File: src/rtl/p23_imm_pkg.sv
// Immediate format codes, buffer states and the legality check shared with the main decoder.
package p23_imm_pkg;

   localparam logic [3:0] IMM_I   = 4'd0;
   localparam logic [3:0] IMM_S   = 4'd1;
   localparam logic [3:0] IMM_B   = 4'd2;
   localparam logic [3:0] IMM_J   = 4'd3;
   localparam logic [3:0] IMM_U   = 4'd4;
   localparam logic [3:0] IMM_Z   = 4'd5;
   localparam logic [3:0] IMM_CI  = 4'd8;
   localparam logic [3:0] IMM_CIW = 4'd9;
   localparam logic [3:0] IMM_CLS = 4'd10;
   localparam logic [3:0] IMM_CJ  = 4'd11;
   localparam logic [3:0] IMM_CB  = 4'd12;

   typedef enum logic [1:0] {
      BUF_EMPTY,
      BUF_ONE,
      BUF_FULL
   } buf_state_t;

   // Compressed codes are only legal when the core is built with RVC support.
   function automatic logic imm_legal(input logic [3:0] code, input logic rvc_on);
      logic legal;
      legal = 1'b0;
      case (code)
         IMM_I, IMM_S, IMM_B, IMM_J, IMM_U, IMM_Z:  legal = 1'b1;
         IMM_CI, IMM_CIW, IMM_CLS, IMM_CJ, IMM_CB:  legal = rvc_on;
         default:                                   legal = 1'b0;
      endcase
      return legal;
   endfunction

endpackage

File: src/rtl/p23_imm_gen.sv
// Combinational immediate extraction for RV32/RV64 base and RVC formats.
module p23_imm_gen
   import p23_imm_pkg::*;
#(
   parameter int XLEN = 32,
   parameter int RVC  = 1
) (
   input  logic [31:0]     instr,
   input  logic [3:0]      immsrc,
   output logic [XLEN-1:0] immext,
   output logic            err
);

   localparam logic RVC_ON = (RVC != 0);

   generate
      if (XLEN != 32 && XLEN != 64) begin : g_bad_xlen
         $error("p23_imm_gen: XLEN must be 32 or 64");
      end
   endgenerate

   logic unused_opcode_bits;
   assign unused_opcode_bits = ^instr[1:0];

   // Signed width casts give sign extension; unsigned casts give zero extension.
   always_comb begin
      immext = '0;
      err    = 1'b0;
      case (immsrc)
         IMM_I:   immext = XLEN'($signed(instr[31:20]));
         IMM_S:   immext = XLEN'($signed({instr[31:25], instr[11:7]}));
         IMM_B:   immext = XLEN'($signed({instr[31], instr[7], instr[30:25], instr[11:8], 1'b0}));
         IMM_J:   immext = XLEN'($signed({instr[31], instr[19:12], instr[20], instr[30:21], 1'b0}));
         IMM_U:   immext = XLEN'($signed({instr[31:12], 12'b0}));
         IMM_Z:   immext = XLEN'(instr[19:15]);
         IMM_CI:  immext = XLEN'($signed({instr[12], instr[6:2]}));
         IMM_CIW: immext = XLEN'({instr[10:7], instr[12:11], instr[5], instr[6], 2'b0});
         IMM_CLS: immext = XLEN'({instr[5], instr[12:10], instr[6], 2'b0});
         IMM_CJ:  immext = XLEN'($signed({instr[12], instr[8], instr[10:9], instr[6], instr[7],
                                          instr[2], instr[11], instr[5:3], 1'b0}));
         IMM_CB:  immext = XLEN'($signed({instr[12], instr[6:5], instr[2], instr[11:10],
                                          instr[4:3], 1'b0}));
         default: immext = '0;
      endcase
      if (!imm_legal(immsrc, RVC_ON)) begin
         immext = '0;
         err    = 1'b1;
      end
   end

endmodule

File: src/rtl/p23_imm_stage.sv
// Registered immediate stage: decode at the input, then a main register plus one skid entry.
module p23_imm_stage
   import p23_imm_pkg::*;
#(
   parameter int XLEN = 32,
   parameter int RVC  = 1
) (
   input  logic            clk,
   input  logic            resetn,
   input  logic            in_valid,
   output logic            in_ready,
   input  logic [31:0]     instr,
   input  logic [3:0]      immsrc,
   output logic            out_valid,
   input  logic            out_ready,
   output logic [XLEN-1:0] immext,
   output logic            out_err,
   output logic [31:0]     out_instr
);

   buf_state_t      state;
   logic [XLEN-1:0] gen_imm;
   logic            gen_err;
   logic [XLEN-1:0] main_imm;
   logic            main_err;
   logic [31:0]     main_instr;
   logic [XLEN-1:0] skid_imm;
   logic            skid_err;
   logic [31:0]     skid_instr;
   logic            accept;
   logic            pop;

   p23_imm_gen #(
      .XLEN (XLEN),
      .RVC  (RVC)
   ) u_gen (
      .instr  (instr),
      .immsrc (immsrc),
      .immext (gen_imm),
      .err    (gen_err)
   );

   assign accept = in_valid && in_ready;
   assign pop    = out_valid && out_ready;

   // in_ready and out_valid are registered alongside the state so neither depends on out_ready.
   always_ff @(posedge clk or negedge resetn) begin
      if (!resetn) begin
         state      <= BUF_EMPTY;
         in_ready   <= 1'b1;
         out_valid  <= 1'b0;
         main_imm   <= '0;
         main_err   <= 1'b0;
         main_instr <= '0;
         skid_imm   <= '0;
         skid_err   <= 1'b0;
         skid_instr <= '0;
      end else begin
         case (state)
            BUF_EMPTY: begin
               if (accept) begin
                  main_imm   <= gen_imm;
                  main_err   <= gen_err;
                  main_instr <= instr;
                  out_valid  <= 1'b1;
                  state      <= BUF_ONE;
               end
            end
            BUF_ONE: begin
               if (accept && !pop) begin
                  skid_imm   <= gen_imm;
                  skid_err   <= gen_err;
                  skid_instr <= instr;
                  in_ready   <= 1'b0;
                  state      <= BUF_FULL;
               end else if (accept && pop) begin
                  main_imm   <= gen_imm;
                  main_err   <= gen_err;
                  main_instr <= instr;
               end else if (pop) begin
                  out_valid  <= 1'b0;
                  state      <= BUF_EMPTY;
               end
            end
            BUF_FULL: begin
               if (pop) begin
                  main_imm   <= skid_imm;
                  main_err   <= skid_err;
                  main_instr <= skid_instr;
                  in_ready   <= 1'b1;
                  state      <= BUF_ONE;
               end
            end
            default: begin
               state     <= BUF_EMPTY;
               in_ready  <= 1'b1;
               out_valid <= 1'b0;
            end
         endcase
      end
   end

   assign immext    = main_imm;
   assign out_err   = main_err;
   assign out_instr = main_instr;

endmodule

File: config.mk
export PLATFORM = sky130hd
export DESIGN_NAME = p23_imm_stage
export DESIGN_NICKNAME = d
export VERILOG_FILES = /design/src/rtl/p23_imm_pkg.sv /design/src/rtl/p23_imm_gen.sv /design/src/rtl/p23_imm_stage.sv
export SDC_FILE = /design/constraint.sdc
export NUM_CORES = 1
export LEC_CHECK = 0
export BUFFER_PORTS_ARGS = -buffer_cell sky130_fd_sc_hd__buf_2
export CAP_MARGIN = 20
export CORE_MARGIN = 5
export CORE_UTILIZATION = 30
export CTS_CLUSTER_SIZE = 40
export DETAILED_ROUTE_END_ITERATION = 10
export PLACE_DENSITY_LB_ADDON = 0.25
export SYNTH_ARGS = -nofsm -noshare
export SYNTH_HDL_FRONTEND = slang
export SYNTH_SLANG_ARGS = --single-unit
File: constraint.sdc
create_clock -name clk -period 1.5 [get_ports clk]
set_clock_uncertainty 0.1 [all_clocks]
set_input_delay 0.45 -clock clk [delete_from_list [all_inputs] [get_ports clk]]
set_output_delay 0.45 -clock clk [all_outputs]
set_load 0.005 [all_outputs]
==> results.json <==
{
  "postRouteAntennaNets": 0,
  "startpoint_type": "register",
  "die_h_microns": 156,
  "r2r-start": "in_ready$_DFFE_PN1P_",
  "fin_cells": 1268,
  "setup_violations": 144,
  "end_kind": "register",
  "syn_inst": 739,
  "dr.pass1.iters": 5,
  "fillers": 2004,
  "fin_ws_ns": -0.206,
  "drc": 0,
  "drive_gt1_share_pct": 44.4,
  "dp_cells": 1169,
  "fmax_mhz": 586,
  "synth_fp_nets": 779,
  "routed_wl_mm": 24.0,
  "syn-cell-area_sq_mm": 0.00643,
  "crit_start": "in_ready$_DFFE_PN1P_",
  "grt_overflow": 0,
  "critPathSlowestCell": "dfstp_2",
  "ys_ff_latch": 134,
  "multi_input_area_sq_mm": 0.00340,
  "viasPerCell": 5.07,
  "placementRows": 53,
  "crit_chain": "nand3b_1 -> o21ai_4 -> buf_12 -> buf_4 -> buf_16 -> nor2_1 -> a211oi_1",
  "fin_crit_sh_pct": 114,
  "cp.arrival_ns": 1.94,
  "coreArea_sq_mm": 0.0211,
  "antenna_cells": 0,
  "hold_viol": 0,
  "seq_area_sq_mm": 0.00336,
  "slew_viol_final": 0,
  "hold_path_class": "in -> reg",
  "htreeDepth": 4,
  "seq_area_frac_synth_pct": 52.2,
  "port_buffers": 106,
  "status": "finished, violations left",
  "setup.worst_path.class": "reg -> reg",
  "synth_ff_type": "dfrtp_1",
  "synth_cell_types": 61,
  "fp.dieW_microns": 156,
  "max_slew_margin_pct": 67.1,
  "grt_setup_unrepaired": "yes",
  "tightest_slew_ns": 0.492,
  "clk_path_buf_depth": 2,
  "die_area_sq_mm": 0.0245,
  "clk_pin_slew_worst_paths_ns": 0.06,
  "grt_start_max_net_pins": 33,
  "endpoint": "immext[15]$_DFFE_PN0P_",
  "max_stage_delay_ns": 0.54,
  "r2r-end": "immext[15]$_DFFE_PN0P_",
  "fin_util_pct": 48.8,
  "p_per_area_mw_per_mm2": 846,
  "track_usage_pct": 18.8,
  "globalplace.congestion": 0.843,
  "wl_per_cell_microns": 18.9,
  "vdd_ir_drop_max_mv": 0.688,
  "ys_async_sr_fraction_pct": 100,
  "crit_fanout": 9,
  "r2r_cells": 7,
  "ios": 107,
  "tritoncts": "built",
  "r2r_slack_ns": -0.21,
  "crit_required_ns": 1.73,
  "root_buffer": "clkbuf_16",
  "clk_latency_ns": 0.42,
  "initial_core_util_pct": 30.5,
  "synth_edf_count": 0,
  "grt_pass1_vias": 6226,
  "violations": "negative setup slack",
  "clkSinkCount": 134,
  "avgSynthCellArea_sq_um": 8.70,
  "p_leak_nw": 4.96,
  "cts_buffers": 17,
  "antenna_found_initial": 0,
  "post-place-ws_ns": -0.561,
  "syn_to_final_growth_pct": 60.0,
  "dr.first_iter.drc_count": 400,
  "grt_first_pass_wirelength_mm": 35.7,
  "num_vias": 6426,
  "cap_violations": 0,
  "yosysWarnings": 0,
  "final.min_clock_period_ns": 1.71,
  "place_hpwl_mm": 15.5,
  "fin_nets": 1021
}
==> worst max-delay path: cells and delay by family (launching register included) <==
family,cells,cell delay (ns)
AO/OA/AOI/OAI,2,0.34
buffers and inverters,3,0.44
flip-flops,1,0.54
AND/OR/NAND/NOR,2,0.19
==> per-layer routing <==
metal / vias up / track usage (%) / part of all wire, %
li1: 3065 / - / -
met1: 3154 / 26.0 / 46
met2: 185 / 30.2 / 48
met3: 22 / 4.01 / 5.3
met4: 0 / 4.26 / 1.4
met5: - / 0 / 0
==> layout by cell type, fill, tap and decap left out, types with 11 or more instances in the layout <==
| cell | synthesis | routed |
|---|---|---|
| buf_6 | 1 | 16 |
| a31oi_1 | 39 | 39 |
| o21ai_1 | 4 | 25 |
| nand2_1 | 221 | 165 |
| o21ai_2 | 1 | 17 |
| buf_4 | 3 | 116 |
| nand2_4 | 0 | 23 |
| dfrtp_1 | 133 | 131 |
| nor2_1 | 68 | 64 |
| o21ai_0 | 49 | 11 |
| buf_2 | 20 | 103 |
| a211oi_1 | 19 | 14 |
| buf_12 | 0 | 27 |
| a21oi_1 | 25 | 18 |
| clkbuf_16 | 0 | 25 |
| nand2_2 | 0 | 33 |
==> how the worst min path moves through the flow <==
| stage | to | start | depth (start not counted) | slack (ns) |
|---|---|---|---|---|
| after global placement | out_instr[16]$_DFFE_PN0P_ | resetn | 1 | 0.28 |
| final | skid_instr[1]$_DFFE_PN0P_ | instr[1] | 3 | 0.14 |
| after detailed placement | out_instr[16]$_DFFE_PN0P_ | resetn | 1 | 0.28 |
| after floorplan | immext[0]$_DFFE_PN0P_ | resetn | 0 | 0.05 |
| after CTS | skid_instr[1]$_DFFE_PN0P_ | instr[1] | 3 | 0.12 |
| after global routing | skid_instr[0]$_DFFE_PN0P_ | instr[0] | 3 | 0.14 |
==> stage by stage <==
| step | power (mW) | hold slack [ns] | area [sq um] | setup TNS (ns) |
|---|---|---|---|---|
| 3_3_place_gp | 4.38 | 0.280 | 8240 | -34.01 |
| 5_1_grt | 8.99 | 0.137 | 10300 | -32.34 |
| 4_1_cts | 8.73 | 0.124 | 9290 | -20.16 |
| 3_5_place_dp | 4.38 | 0.281 | 8240 | -35.72 |
| 2_1_floorplan | 3.95 | 0.0544 | 6710 | -9.93 |
| 6_report | 8.70 | 0.143 | 10300 | -20.22 |
==> timing repair <==
| action | CTS | global route |
|---|---|---|
| setup endpoints to repair | 160 | 199 |
| gates resized for setup | 31 | 154 |
| pin swaps | 7 | 64 |
| setup buffers | 10 | 42 |
| gates cloned | 8 | 8 |
| hold endpoints to repair | 23 | 0 |
| hold buffers | 1 | 0 |
==> state kept, by name (all words and copies together) (netlist names) <==
signal      cells
in_ready        1
state           2
out_valid       1
out_instr      32
skid_imm       32
out_err         1
skid_err        1
skid_instr     32
immext         32
==> synth_stat cells (4+ instances only) <==
cell type	count	area share, %
o21ai_0	49	3.8
a31oi_1	39	3.8
nor2_1	68	4.0
a211oi_1	19	2.2
o211ai_1	5	0.58
o21ai_1	4	0.31
dfrtp_1	133	52
nand3_1	6	0.47
nand2b_1	8	0.78
a21oi_1	25	1.9
mux2i_1	4	0.62
nand2_1	221	13
nand3b_1	6	0.70
nor3_1	14	1.1
mux2_2	4	0.70
clkbuf_1	31	1.8
buf_2	20	1.6
a2111oi_0	13	1.8
==> report_power, final <==
part	internal, mW	leakage [nW]	switching, mW
sequential	3.62	1.87	0
combinational	0.301	2.79	0.419
clock	2.69	0.299	1.67
total	6.61	4.96	2.09
==> area by class of cell <==
| cell class | count | area share, % |
|---|---|---|
| Multi-Input combinational cell | 545 | 33.1 |
| Tap cell | 275 | 3.34 |
| Timing Repair Buffer | 281 | 25.0 |
| Inverter | 2 | 0.0730 |
| Clock inverter | 12 | 1.48 |
| Sequential cell | 134 | 32.6 |
| Clock buffer | 19 | 4.40 |
==> logic make-up (layout without fill, tap and decap cells) <==
group                  count (synthesis)  count (layout)  synth area share [%]
buffers and inverters                 60             314                  4.18
multiplexers                           8               8                  1.32
XOR/XNOR                               1               1                 0.136
flip-flops                           134             134                  52.2
AND/OR/NAND/NOR                      350             350                  23.1
AO/OA/AOI/OAI                        186             186                  19.1
Power figures use the tool's default switching activity.
